<file path="src/rtl/fft64_stage_ctrl.sv">
// -----------------------------------------------------------------------------
// fft64_stage_ctrl
//
// Control sequencer for a 64-point radix-4 FFT built around an external R64
// butterfly stage (16 radix-4 butterflies over a 64-entry complex buffer).
// The block carries no sample data. It only produces strobes and addresses for
// the external buffer and butterfly datapath.
//
// A transform runs in three phases:
//   LOAD    accept 64 samples over in_valid/in_ready and write them to
//           buffer[load_cnt]
//   compute for each pass: ISSUE (bf_start), WAIT out BFLY_LAT-1 cycles,
//           then CAPTURE (bf_capture writes all 64 results back)
//   DRAIN   present 64 read addresses over out_valid/out_ready, in base-4
//           digit-reversed or natural order
//
// Parameters
//   BFLY_LAT    cycles from bf_start to valid butterfly outputs (1..15)
//   NUM_STAGES  butterfly passes per transform (1..4)
//   DIGIT_REV   1: out_addr is the base-4 digit reversal of the drain count
//               0: out_addr is the drain count
//
// Ports
//   clk        rising-edge clock
//   reset      asynchronous active-high reset; returns to LOAD immediately
//   in_valid   input sample present
//   in_last    marks the 64th input sample (used only for framing checks)
//   in_ready   high throughout LOAD
//   buf_we     write one input sample at buf_waddr
//   buf_waddr  buffer write address (load count)
//   bf_start   one-cycle pulse: butterfly stage samples its inputs
//   bf_stage   current pass index, valid from ISSUE through CAPTURE
//   bf_capture one-cycle pulse: commit the butterfly outputs to the buffer
//   out_valid  output address present (DRAIN only)
//   out_ready  downstream accepts the output sample
//   out_addr   buffer read address for the output sample
//   out_last   marks the 64th output sample
//   busy       high in every state except LOAD
//   done       registered one-cycle pulse after the final drain handshake
//   err        sticky: some accepted beat had in_last != (load_cnt == 63)
// -----------------------------------------------------------------------------
module fft64_stage_ctrl #(
  parameter int unsigned BFLY_LAT   = 4,
  parameter int unsigned NUM_STAGES = 3,
  parameter bit          DIGIT_REV  = 1'b1
) (
  input  logic       clk,
  input  logic       reset,
  input  logic       in_valid,
  input  logic       in_last,
  output logic       in_ready,
  output logic       buf_we,
  output logic [5:0] buf_waddr,
  output logic       bf_start,
  output logic [1:0] bf_stage,
  output logic       bf_capture,
  output logic       out_valid,
  input  logic       out_ready,
  output logic [5:0] out_addr,
  output logic       out_last,
  output logic       busy,
  output logic       done,
  output logic       err
);

  typedef enum logic [2:0] {
    S_LOAD,
    S_ISSUE,
    S_WAIT,
    S_CAPTURE,
    S_DRAIN
  } state_t;

  // WAIT spans BFLY_LAT-1 cycles, counted down from BFLY_LAT-2 to 0, so
  // that bf_capture lands exactly BFLY_LAT cycles after bf_start.
  localparam logic [3:0] WAIT_INIT  = (BFLY_LAT >= 2) ? 4'(BFLY_LAT - 2) : 4'd0;
  localparam logic [1:0] LAST_STAGE = 2'(NUM_STAGES - 1);

  state_t     state_q,    state_d;
  logic [5:0] load_cnt_q, load_cnt_d;
  logic [3:0] wait_cnt_q, wait_cnt_d;
  logic [1:0] stage_q,    stage_d;
  logic [5:0] out_cnt_q,  out_cnt_d;
  logic       done_q,     done_d;
  logic       err_q,      err_d;

  // ---------------------------------------------------------------------------
  // State and counter registers
  // ---------------------------------------------------------------------------
  always_ff @(posedge clk or posedge reset) begin
    if (reset) begin
      state_q    <= S_LOAD;
      load_cnt_q <= '0;
      wait_cnt_q <= '0;
      stage_q    <= '0;
      out_cnt_q  <= '0;
      done_q     <= 1'b0;
      err_q      <= 1'b0;
    end else begin
      state_q    <= state_d;
      load_cnt_q <= load_cnt_d;
      wait_cnt_q <= wait_cnt_d;
      stage_q    <= stage_d;
      out_cnt_q  <= out_cnt_d;
      done_q     <= done_d;
      err_q      <= err_d;
    end
  end

  // ---------------------------------------------------------------------------
  // Next-state logic and output decodes
  // ---------------------------------------------------------------------------
  always_comb begin
    state_d    = state_q;
    load_cnt_d = load_cnt_q;
    wait_cnt_d = wait_cnt_q;
    stage_d    = stage_q;
    out_cnt_d  = out_cnt_q;
    done_d     = 1'b0;
    err_d      = err_q;

    in_ready   = 1'b0;
    buf_we     = 1'b0;
    bf_start   = 1'b0;
    bf_capture = 1'b0;
    out_valid  = 1'b0;
    out_last   = 1'b0;

    unique case (state_q)
      S_LOAD: begin
        in_ready = 1'b1;
        if (in_valid) begin
          buf_we     = 1'b1;
          load_cnt_d = load_cnt_q + 6'd1;
          // in_last is only checked, never obeyed: the load length is fixed
          // at 64 beats regardless of framing.
          if (in_last != (load_cnt_q == 6'd63)) begin
            err_d = 1'b1;
          end
          if (load_cnt_q == 6'd63) begin
            stage_d = '0;
            state_d = S_ISSUE;
          end
        end
      end

      S_ISSUE: begin
        bf_start = 1'b1;
        if (BFLY_LAT == 1) begin
          state_d = S_CAPTURE;
        end else begin
          wait_cnt_d = WAIT_INIT;
          state_d    = S_WAIT;
        end
      end

      S_WAIT: begin
        if (wait_cnt_q == '0) begin
          state_d = S_CAPTURE;
        end else begin
          wait_cnt_d = wait_cnt_q - 4'd1;
        end
      end

      S_CAPTURE: begin
        bf_capture = 1'b1;
        if (stage_q == LAST_STAGE) begin
          out_cnt_d = '0;
          state_d   = S_DRAIN;
        end else begin
          stage_d = stage_q + 2'd1;
          state_d = S_ISSUE;
        end
      end

      S_DRAIN: begin
        out_valid = 1'b1;
        out_last  = (out_cnt_q == 6'd63);
        if (out_ready) begin
          out_cnt_d = out_cnt_q + 6'd1;
          if (out_cnt_q == 6'd63) begin
            done_d  = 1'b1;
            state_d = S_LOAD;
          end
        end
      end

      default: begin
        state_d = S_LOAD;
      end
    endcase
  end

  // load_cnt and out_cnt rest at zero outside their phases, so these decodes
  // read 0 whenever the corresponding strobe is idle.
  assign buf_waddr = load_cnt_q;
  assign out_addr  = DIGIT_REV ? {out_cnt_q[1:0], out_cnt_q[3:2], out_cnt_q[5:4]}
                               : out_cnt_q;
  assign bf_stage  = stage_q;
  assign busy      = (state_q != S_LOAD);
  assign done      = done_q;
  assign err       = err_q;

endmodule
</file>
<file path="config.mk">
export PLATFORM = sky130hd
export DESIGN_NAME = fft64_stage_ctrl
export DESIGN_NICKNAME = d
export VERILOG_FILES = /design/src/rtl/fft64_stage_ctrl.sv
export SDC_FILE = /design/constraint.sdc
export NUM_CORES = 1
export LEC_CHECK = 0
export ABC_CLOCK_PERIOD_IN_PS = 4700
export BUFFER_PORTS_ARGS = -buffer_cell sky130_fd_sc_hd__buf_4
export CORE_AREA = 2 2 68 70
export CTS_BUF_LIST = sky130_fd_sc_hd__clkbuf_2 sky130_fd_sc_hd__clkbuf_4 sky130_fd_sc_hd__clkbuf_8
export DETAILED_ROUTE_END_ITERATION = 6
export DIE_AREA = 0 0 70 72
export SETUP_SLACK_MARGIN = 0.5
export SLEW_MARGIN = 10
export SYNTH_ARGS = -nofsm -noshare
export SYNTH_HDL_FRONTEND = slang
export SYNTH_SLANG_ARGS = --single-unit
</file>
<file path="constraint.sdc">
create_clock -name clk -period 4.7 [get_ports clk]
set_clock_uncertainty 0.1 [all_clocks]
set_input_delay 0.94 -clock clk [delete_from_list [all_inputs] [get_ports clk]]
set_output_delay 0.94 -clock clk [all_outputs]
set_load 0.02 [all_outputs]
</file>
## Word level (Yosys, flattened, before mapping)

Cells that the tools add are included.

- Bits in registers: 23
- Latch bits: 0
- Bits in writable memories: 0
- Bits in read-only memories: 0
- Input bits: 5
- Output and inout bits: 23
- Logic and storage cells: 65
- Memories: 0

- Add/subtract/negate cells: 4
- Multipliers: 0
- Divide/modulo/power cells: 0
- $lt $le $gt $ge: 0
- Equal/unequal tests: 16
- Shift-type cells: 0
- Muxes and demuxes: 26
- Bitwise logic cells: 0
- Reductions and logical operators: 12

Operators by type and width:

| operator | count |
|---|---|
| $mux W3 | 6 |
| $ne A2 B2 Y1 const B | 8 |
| $pmux W3 S5 | 1 |
| $add A6 B1 Y6 const B | 2 |
| $eq A6 B6 Y1 const B | 2 |
| $mux W6 | 2 |
| $pmux W6 S2 | 1 |
| $mux W1 | 10 |
| $pmux W4 S2 | 1 |
| $eq A3 B2 Y1 const B | 2 |
| $mux W2 | 3 |
| $reduce_and A3 Y1 | 2 |
| $reduce_bool A2 Y1 | 3 |
| $reduce_and A5 Y1 | 1 |
| $logic_not A4 Y1 | 1 |
| $mux W4 | 1 |
| $pmux W2 S2 | 1 |
| $reduce_and A2 Y1 | 2 |
| $reduce_and A4 Y1 | 1 |
| $sub A4 B1 Y4 const B | 1 |
| $eq A3 B1 Y1 const B | 1 |
| $eq A3 B3 Y1 const B | 1 |
| $logic_not A3 Y1 | 1 |
| $reduce_bool A3 Y1 | 1 |
| 3 further kinds | 3 |

## Logic depth before layout (Yosys ltp)

Gate-level depths: netlist of run 1.

- Word-level depth: 4
- Gate-level depth with buffers: 6
- Depth with buffers taken out: 5

## Worst setup path before layout of run 1

OpenSTA, ideal clock, no wires.

- Kind: input port to output port
- From: input port in_valid
- To: output port buf_we
- Arrival time: 1597 ps
- Data required time: 3660 ps
- Setup slack: 2063 ps
- Cell stages on the path: 3
- Path buffers: 1
- Cell sequence: or4b_1 buf_2 clkinv_4

- Word-level cells in the longest chain between the ends: 2

Ends and longest elaborated chain:

| what | RTL line | RTL |
|---|---|---|
| from (decl) | 49 | `input logic in_valid,` |
| $mux W1 | 132 | `if (in_valid) begin` |
| $mux W1 | 129 | `unique case (state_q)` |
| to (decl) | 52 | `output logic buf_we,` |

No other way between the ends.

## Worst setup path after layout of run 1

Ends and elaborated chain as after synthesis.

==> impl_results.md, run 1 <==
* Mux contribution to synthesized area at 2.412%
* Flop and latch count out of synthesis at 23
* Total number of yosys warnings at 0
* Final WL at 2588 um
* Dpl ws at 1.782 ns
* DR vias at 976
* Largest net degree at the start of global routing at 24
* Kind of start point of the critical path: primary input
* Final critical-path required period at 2.916 ns
* Arrival time at the worst endpoint at about 1.9 ns
* Clock Pin Slew Worst Setup and Hold Paths at 0.08 ns
* Avg Vias per Cell at 4.832
* Last element of the critical path: buf_we
* Utilization of the core after routing at ~36%
* Clock insertion delay at the later pin of the skew report at about 0.26 ns
* Cell area reported after detailed placement at 0.001485 mm2
* Post-Synthesis Cells at approximately 130
* Clock network fraction of design power at between 20 and 30%
* Async SR Flop Fraction at 100.0%
* Fraction of the mapped netlist area in simple logic gates at ~25%
* Internal power contribution at 328.4 uW
* Cts hold-fix bufs at 0
* Result of the run: finished, final reports clean
* Setup TNS at 0 ns
* Overall Power at about 480 uW
* Ys flop type: sky130_fd_sc_hd__dfrtp_1
* Wire length of the first global-routing pass at between 4000 and 5000 um
* Final hold viol count at 0
* Fraction of post-synthesis cell area in the top cell type by area at 46.23%
* Via count of the first global-routing pass at about 930
* Layout area overhead at 23.02%
* Power density over cell area at 316.4 mW/mm2
* Gates resized, CTS repair at 0
* Die X at 70 um
* Inst Count DP at 198
* CP startpoint: in_valid
* Portion of total power attributed to combinational logic at 23.4%
* CTS sink count at 23
* Mean area per synthesized cell at 9.960 um2
* Count of max-cap constraint violations at 0
* Leakage power at 0.7458 nW
* Global route overflow at 0
* Final-report setup violation count at 0
* Total iterations of the first detailed-routing run at 4
* IO Count at 28
* R2R Setup Slk at 2.77 ns
* Worst-case headroom to the max-slew limit at between 40% and 50%
* Endpoint type of the worst setup path: primary output
* CTS tree: yes
* Final design instance area without fill at 0.001531 mm2
* Layout cell share with drive strength beyond 1 at a little under a quarter
* Maximum fanout along the worst path at 6
* Min setup slack post-route at 1.784 ns
* Total global routing track utilization at 10.62%
* Top cell type by total area after synthesis: sky130_fd_sc_hd__dfrtp_1
* Fmax achieved at between 0.3 and 0.4 GHz
* Antenna fix cells at 0
* Effective utilization at floorplan at 29.20%
* End of the worst register-to-register path: out_cnt_q[5]$_DFFE_PP0P_
* HPWL after DPL at 1929 um
* Unique masters post-synth at 37
* Number of pins with negative max-slew slack in the final report at 0
* Clock Root Buffer: sky130_fd_sc_hd__clkbuf_8
* Xor/xnor share of the synthesized area at 4.824%
* Post-Synthesis Cell Area at 0.001245 mm2
* Largest family of logic cells by synthesized area: simple AND/OR/NAND/NOR gates
* Nets in the synthesized netlist at 135
* Initial DRC count at 27
* Biggest area contributors in the synthesized netlist: sky130_fd_sc_hd__dfrtp_1 (46%), sky130_fd_sc_hd__ha_1 (5.0%), sky130_fd_sc_hd__nand3_1 (3.6%), sky130_fd_sc_hd__nand2_1 (3.6%), sky130_fd_sc_hd__a21oi_1 (2.8%)
* Switch Pwr at 156.1 uW
* Final Hold Slack at 0.3868 ns
* Number of cells in the finished layout apart from fillers at 202
* Relative contribution of sequential cells to total power at 51.6%
* Period utilization at 62.05%
* Wire per inst at about 13 um
* Number of design rule violations left after detail routing at 0
* Hold path cells at 1
* Worst flop-to-flop path startpoint: state_q[1]$_DFFE_PP0P_
* Worst Tran Pin Value at 0.8726 ns
* Maximum number of buffers from clock root to sink at 2
* Htree depth at 1
* Final RePlAce weighted congestion at 0.7518
* Setup repair after global routing missed its margin: no
* Antenna Violating Nets Remaining at 0
* Net total in the final layout at between 150 and 200
* Peak supply drop at 0.1179 mV
* Die extent in y at 72 um
* Sequential cell area fraction in the yosys report at 46.23%
* Number of antenna violations at the first check in global routing at 0
* Quantity of I/O buffers inserted on ports at 27
* Net Sw Frac at 32.23%
* Adder and majority gate portion of the synthesized area at 5.025%
* Number of enable flip-flop cells after synthesis at 0
* Count of buffers added by post-CTS timing repair for setup at 0
* Placeable core area at 0.004264 mm2
* Die area at 0.005040 mm2
* Required arrival time at the worst endpoint at between 3 and 4 ns
* TritonCTS buffer count at 3
* R2R depth at 3
* WS Path Type: in -> out
* Path type of the worst min-delay path: reg -> reg
* FP Rows at 24
* Synthesized-area fraction occupied by ao, oa, aoi and oai cells at a little over a tenth
## how the worst min path moves through the flow
stage,start,endpoint,slack [ns]
6_report,err$_DFFE_PP0P_,err$_DFFE_PP0P_,0.39
5_1_grt,err$_DFFE_PP0P_,err$_DFFE_PP0P_,0.40
4_1_cts,err$_DFFE_PP0P_,err$_DFFE_PP0P_,0.39
3_5_place_dp,err$_DFFE_PP0P_,err$_DFFE_PP0P_,0.36
3_3_place_gp,err$_DFFE_PP0P_,err$_DFFE_PP0P_,0.37
2_1_floorplan,wait_cnt_q[2]$_DFFE_PP0P_,wait_cnt_q[2]$_DFFE_PP0P_,0.36
## routing by layer
layer,vias to the layer above,track usage (%),part of all wire [%]
li1,487,-,-
met2,22,18.73,49
met4,0,3.205,0.73
met3,2,1.667,3.4
met1,465,13.52,47
met5,-,0,0
## cells in the final DEF (no fill, tap or decap), drive strengths merged, types with 2 or more instances in the layout
cell     netlist  routed
buf            4      27
dfrtp         23      23
nand2         12      12
nand3          9       9
inv            9       9
a21oi          7       7
o21ai          7       7
or3            5       5
nor2           5       5
ha             5       5
xnor2          5       5
mux2i          3       3
clkbuf         2       3
nand4bb        2       2
or3b           2       2
o211ai         2       2
and3           2       2
nand4b         2       2
nor3           2       2
o31ai          2       2
clkinv         1       2
## state kept, by name, indices dropped and copies added, names as in the netlist
| name | cells |
|---|---|
| bf_stage | 2 |
| buf_waddr | 6 |
| done | 1 |
| err | 1 |
| out_cnt_q | 6 |
| state_q | 3 |
| wait_cnt_q | 4 |
## kinds of logic (layout without fill, tap and decap cells)
kind of cell	count (synthesis)	in the layout
AO/OA/AOI/OAI	22	22
XOR/XNOR	6	6
adder cells (fa/ha/maj)	5	5
buffers and inverters	16	41
flip-flops	23	23
multiplexers	3	3
AND/OR/NAND/NOR	50	50
## worst max-delay path, cell delays in order
cell and delay (ns):
sky130_fd_sc_hd__buf_4 0.08, sky130_fd_sc_hd__or4b_1 0.58, sky130_fd_sc_hd__clkinv_4 0.13, sky130_fd_sc_hd__buf_4 0.14
## synth_stat cells (3+ instances only)
library cell and instances:
sky130_fd_sc_hd__nor2_1 5, sky130_fd_sc_hd__nand2_1 12, sky130_fd_sc_hd__inv_1 9, sky130_fd_sc_hd__dfrtp_1 23
sky130_fd_sc_hd__nand3_1 9, sky130_fd_sc_hd__a21oi_1 7, sky130_fd_sc_hd__ha_1 5, sky130_fd_sc_hd__xnor2_1 4
sky130_fd_sc_hd__buf_2 4, sky130_fd_sc_hd__mux2i_1 3, sky130_fd_sc_hd__or3_1 5, sky130_fd_sc_hd__o21ai_0 6
## power by group through the flow
stage	Sequential [mW]	Clock [mW]	Combinational, mW
after floorplan	0.276	0	0.0375
after global placement	0.252	0	0.111
final	0.250	0.121	0.113
after global routing	0.255	0.133	0.121
after CTS	0.250	0.125	0.114
after detailed placement	0.253	0	0.114
## area by class of cell
type	count	area, um2
timing repair buffer	27	202.7
inverter	10	42.54
sequential	23	575.6
multi-input combinational	86	599.3
clock inverter	1	5.005
tap	52	65.06
fill	451	2733
clock buffer	3	41.29
Power figures use the tool's default switching activity.
==> run 2: changes to the inputs <==
ABC_CLOCK_PERIOD_IN_PS = 3000   (was 4700)
clock period = 3 ns   (was 4.7 ns; I/O delays follow)
==> impl_results.md, run 2 (synthesis gave the netlist of run 1 again) <==
* Setup repair after global routing missed its margin: no
* Final WL at ~2600 um
* Period utilization at roughly 78%
* Via count of the first global-routing pass at between 900 and 1,000
* R2R Setup Slk at 0.99 ns
* CP startpoint: state_q[2]$_DFFE_PP0P_
* Required arrival time at the worst endpoint at 2.30 ns
* Area occupied by multi-input gates at 603.1 um2
* R2R depth at 3
* Top layer reached by signal wires: met4
* Die extent in y at 72 um
* Avg Vias per Cell at around 5
* Number of pins with negative max-slew slack in the final report at 0
* Maximum fanout along the worst path at 12
* Count of buffers added by post-CTS timing repair for setup at 0
* Final-report setup violation count at 0
* Count of max-cap constraint violations at 0
* Result of the run: finished, final reports clean
* Die area at 0.005040 mm2
* Inst Count DP at 198
* Number of antenna violations at the first check in global routing at 0
* Total global routing track utilization at 11.15%
* Last element of the critical path: buf_we
* Wire per inst at 13.03 um
* Filler Cell Count at 441
* Net total in the final layout at between 150 and 200
* Number of design rule violations left after detail routing at 0
* Met2 Routed Length at 1278 um
* Layout area overhead at 23.32%
* Endpoint type of the worst setup path: primary output
* Kind of start point of the critical path: flop
* Worst flop-to-flop path startpoint: state_q[1]$_DFFE_PP0P_
* Final RePlAce weighted congestion at 0.7655
* Largest net degree at the start of global routing at 24
* Arrival time at the worst endpoint at 1.65 ns
* Initial DRC count at 16
* DR vias at 1,003
* Clock Root Buffer: sky130_fd_sc_hd__clkbuf_8
* Antenna fix cells at 0
* Final hold viol count at 0
* Cell area reported after detailed placement at approximately 0.0015 mm2
* Met3 wire len at 104 um
* Final design instance area without fill at 0.001535 mm2
* FP Rows at 24
* Worst-case headroom to the max-slew limit at around two fifths
* Clock Pin Slew Worst Setup and Hold Paths at 0.09 ns
* IO Count at 28
* HPWL after DPL at a little under 2000 um
* Overall Power at 768.7 uW
* Peak supply drop at 0.1870 mV
* TritonCTS buffer count at 3
* Number of cells in the finished layout apart from fillers at 202
* CTS tree: yes
* Wire length of the first global-routing pass at 4485 um
* Commonest non-fill, non-tap cells in the layout: sky130_fd_sc_hd__buf_4 (27), sky130_fd_sc_hd__dfrtp_1 (23), sky130_fd_sc_hd__nand2_1 (12)
* Total iterations of the first detailed-routing run at 4
* Final Hold Slack at around 0.4 ns
* Htree depth at 1
* Clock insertion delay at the later pin of the skew report at roughly 0.27 ns
* Met1 routed wirelength after detailed routing at 1191 um
* Leakage power at roughly 0.75 nW
* Path type of the worst min-delay path: reg -> reg
* Setup TNS at 0 ns
* Final critical-path required period at 2.345 ns
* Placeable core area at 0.004264 mm2
* End of the worst register-to-register path: out_cnt_q[5]$_DFFE_PP0P_
* Power density over cell area at around 500 mW/mm2
* Global route overflow at 0
* Worst Tran Pin Value at between 0.8 and 0.9 ns
* Antenna Violating Nets Remaining at 0
* Fmax achieved at between 0.4 and 0.5 GHz
* CTS sink count at 23
* Area occupied by registers at 575.6 um2
* Maximum number of buffers from clock root to sink at 2
* Die X at 70 um
* WS Path Type: reg -> out
* Effective utilization at floorplan at 29.20%
* Layout cell share with drive strength beyond 1 at about a quarter
* Quantity of I/O buffers inserted on ports at 27
* Leading cell type in the layout, fill and taps excluded: sky130_fd_sc_hd__buf_4
[run 2: cell counts in the layout (fill, tap and decap cells not counted)]
Identical to the previous run, type by type.
[run 2: metal layers]
metal | track usage, % | up-vias
met5 | 0 | -
met3 | 1.944 | 5
met1 | 13.68 | 487
met4 | 5.983 | 0
li1 | - | 490
met2 | 18.84 | 21
[run 2: layout make-up]
class                   count  share of cell area (%)
clock buffers               3                   2.689
clock inverters             1                  0.3260
inverters                  10                   2.771
multi-input cells          86                   39.28
flip-flops and latches     23                   37.49
well taps                  52                   4.238
repair buffers             27                   13.20
[run 2: through the flow]
stage	worst slack, ns	utilization (%)
global route	0.6006	36.00
finish	0.6548	36.00
detailed placement	0.7471	34.83
CTS	0.5366	35.92
global placement	0.7733	34.83
floorplan	1.043	-
[run 2: repair_timing]
item                                    CTS  global route
endpoints found under the hold margin     0             0
resized for setup                         0             1
hold buffers                              0             0
endpoints found under the setup margin    0             1
[run 2: worst min-delay path by stage]
stage                                   start                   endpoint  slack (ns)  cells past startpoint
floorplan           wait_cnt_q[2]$_DFFE_PP0P_  wait_cnt_q[2]$_DFFE_PP0P_        0.36                      1
finish                        err$_DFFE_PP0P_            err$_DFFE_PP0P_        0.39                      1
detailed placement            err$_DFFE_PP0P_            err$_DFFE_PP0P_        0.37                      1
CTS                           err$_DFFE_PP0P_            err$_DFFE_PP0P_        0.40                      1
global placement              err$_DFFE_PP0P_            err$_DFFE_PP0P_        0.37                      1
global route                  err$_DFFE_PP0P_            err$_DFFE_PP0P_        0.41                      1
[run 2: worst max-delay path, stage by stage (launching register included)]
cell	delay (ns)
sky130_fd_sc_hd__dfrtp_1	0.49
sky130_fd_sc_hd__or4b_4	0.64
sky130_fd_sc_hd__clkinv_4	0.10
sky130_fd_sc_hd__buf_4	0.14
[run 2: power breakdown]
group          leakage [nW]  switching, mW  internal, mW
sequential            0.292         0.0466         0.346
combinational         0.430         0.0995        0.0764
clock                0.0255          0.108        0.0932
total                 0.747          0.254         0.515
==> run 3: changes to the inputs <==
ABC_CLOCK_PERIOD_IN_PS = 2000   (was 3000)
clock period = 2 ns   (was 3 ns; I/O delays follow)
==> impl_results.md, run 3 (synthesis gave the netlist of run 1 again) <==
* Avg Vias per Cell at about 4.9
* Overall Power at about 1.3 mW
* Final WL at 3148 um
* Filler Cell Count at around 420
* WS Path Type: reg -> out
* Via count of the first global-routing pass at 1,083
* Layout cell share with drive strength beyond 1 at 57.95%
* Final-report setup violation count at 0
* Final design instance area without fill at about 0.0020 mm2
* Commonest non-fill, non-tap cells in the layout: sky130_fd_sc_hd__buf_4 (36), sky130_fd_sc_hd__dfrtp_1 (18), sky130_fd_sc_hd__buf_6 (14)
* DR vias at 1,112
* Layout area overhead at 62.11%
* Endpoint type of the worst setup path: primary output
* Final critical-path required period at 1.950 ns
* FP Rows at 24
* Effective utilization at floorplan at between 20 and 30%
* Largest net degree at the start of global routing at 24
* Result of the run: finished, final reports clean
* Arrival time at the worst endpoint at approximately 1.5 ns
* Peak supply drop at 0.2365 mV
* Maximum number of buffers from clock root to sink at 2
* Worst Tran Pin Value at 0.2940 ns
* Antenna Violating Nets Remaining at 0
* Total global routing track utilization at 11.83%
* Final hold viol count at 0
* Setup TNS at 0 ns
* Wire length of the first global-routing pass at 4885 um
* Die X at 70 um
* Leakage power at between 0.9 and 1 nW
* Count of max-cap constraint violations at 0
* Portion of total power attributed to combinational logic at 28.7%
* Clock Pin Slew Worst Setup and Hold Paths at 0.08 ns
* Maximum fanout along the worst path at 2
* Cell area reported after detailed placement at 0.001573 mm2
* Wire per inst at 13.81 um
* Worst-case headroom to the max-slew limit at roughly four fifths
* HPWL after DPL at between 2000 and 2500 um
* Final Hold Slack at 0.06920 ns
* Net total in the final layout at approximately 190
* Total iterations of the first detailed-routing run at 4
* Global route overflow at 0
* Net Sw Frac at 32.97%
* Path type of the worst min-delay path: in -> async
* Leading cell type in the layout, fill and taps excluded: sky130_fd_sc_hd__buf_4
* Htree depth at 1
* Placeable core area at between 0.004 and 0.005 mm2
* IO Count at 28
* Die area at between 0.005 and 0.006 mm2
* Switch Pwr at ~420 uW
* Number of pins with negative max-slew slack in the final report at 0
* Internal power contribution at ~860 uW
* Die extent in y at 72 um
* Cts hold-fix bufs at 0
* Initial DRC count at 33
* Period utilization at 97.52%
* Fmax achieved at 0.5127 GHz
* Setup repair after global routing missed its margin: yes
* Kind of start point of the critical path: flop
* Quantity of I/O buffers inserted on ports at 27
* Final RePlAce weighted congestion at 0.7677
* Required arrival time at the worst endpoint at 1.50 ns
* Power density over cell area at roughly 630 mW/mm2
* Number of antenna violations at the first check in global routing at 0
* CTS tree: yes
* Clock insertion delay at the later pin of the skew report at 0.26 ns
* Relative contribution of sequential cells to total power at 47.5%
* Clock Root Buffer: sky130_fd_sc_hd__clkbuf_8
* TritonCTS buffer count at 3
* Antenna fix cells at 0
* Number of design rule violations left after detail routing at 0
* Clock network fraction of design power at 23.9%
* CTS sink count at 23
## run 3: cell count changes in the layout (fill, tap and decap cells not counted), moves of 5 or more
cell                      before  now
sky130_fd_sc_hd__buf_6         0   14
sky130_fd_sc_hd__buf_4        27   36
sky130_fd_sc_hd__dfrtp_1      23   18
sky130_fd_sc_hd__dfrtp_2       0    5
sky130_fd_sc_hd__nand3_1       9    4
## run 3: area by class of cell
class	instances	area, um2	area share [%]
tap	52	65.06	3.224
inverter	10	55.05	2.728
timing repair buffer	53	467.9	23.19
multi-input combinational	86	799.5	39.62
sequential	23	581.8	28.83
clock buffer	4	48.80	2.418
## run 3: through the flow
step	setup WS [ns]	utilization, %	instances
after floorplan	0.4063	-	125
after global placement	0.1477	36.88	203
after detailed placement	0.1196	36.88	203
after global routing	0.02323	47.33	228
after CTS	0.07008	41.46	216
final	0.04961	47.33	228
## run 3: final timing paths
kind | start | to | slack (ns) | cells past startpoint
worst min register to register | err$_DFFE_PP0P_ | err$_DFFE_PP0P_ | 0.39 | 1
worst min-delay path | reset | state_q[2]$_DFFE_PP0P_ | 0.07 | 3
worst max-delay path | state_q[2]$_DFFE_PP0P_ | buf_we | 0.05 | 3
worst max register to register | state_q[2]$_DFFE_PP0P_ | buf_waddr[5]$_DFFE_PP0P_ | 0.23 | 6
min in group clk | err$_DFFE_PP0P_ | err$_DFFE_PP0P_ | 0.39 | 1
max in group asynchronous | reset | out_cnt_q[0]$_DFFE_PP0P_ | 1.48 | 3
## run 3: repair_timing
action / 4_1_cts / 5_1_grt
pin swaps: 3 / 20
hold endpoints to repair: 0 / 0
gates resized for setup: 18 / 37
buffers inserted: 9 / 11
gates cloned: 0 / 1
endpoints found under the setup margin: 24 / 29
## run 3: critical path: stages (launching register included)
cell	delay (ns)
sky130_fd_sc_hd__dfrtp_1	0.41
sky130_fd_sc_hd__or4b_4	0.60
sky130_fd_sc_hd__clkinv_8	0.07
sky130_fd_sc_hd__buf_8	0.10
## run 3: power groups by stage
stage	Clock [mW]	Sequential [mW]	Combinational [mW]
after floorplan	0	0.652	0.0898
after global placement	0	0.596	0.268
final	0.305	0.605	0.366
after global routing	0.337	0.619	0.401
after detailed placement	0	0.603	0.276
after CTS	0.311	0.601	0.315
## run 3: layer usage
metal | share of wire (%) | up-vias | track usage, %
li1 | - | 542 | -
met1 | 44 | 545 | 15.18
met2 | 52 | 25 | 20.63
met3 | 4.7 | 0 | 2.083
met4 | 0 | 0 | 3.419
met5 | 0 | - | 0
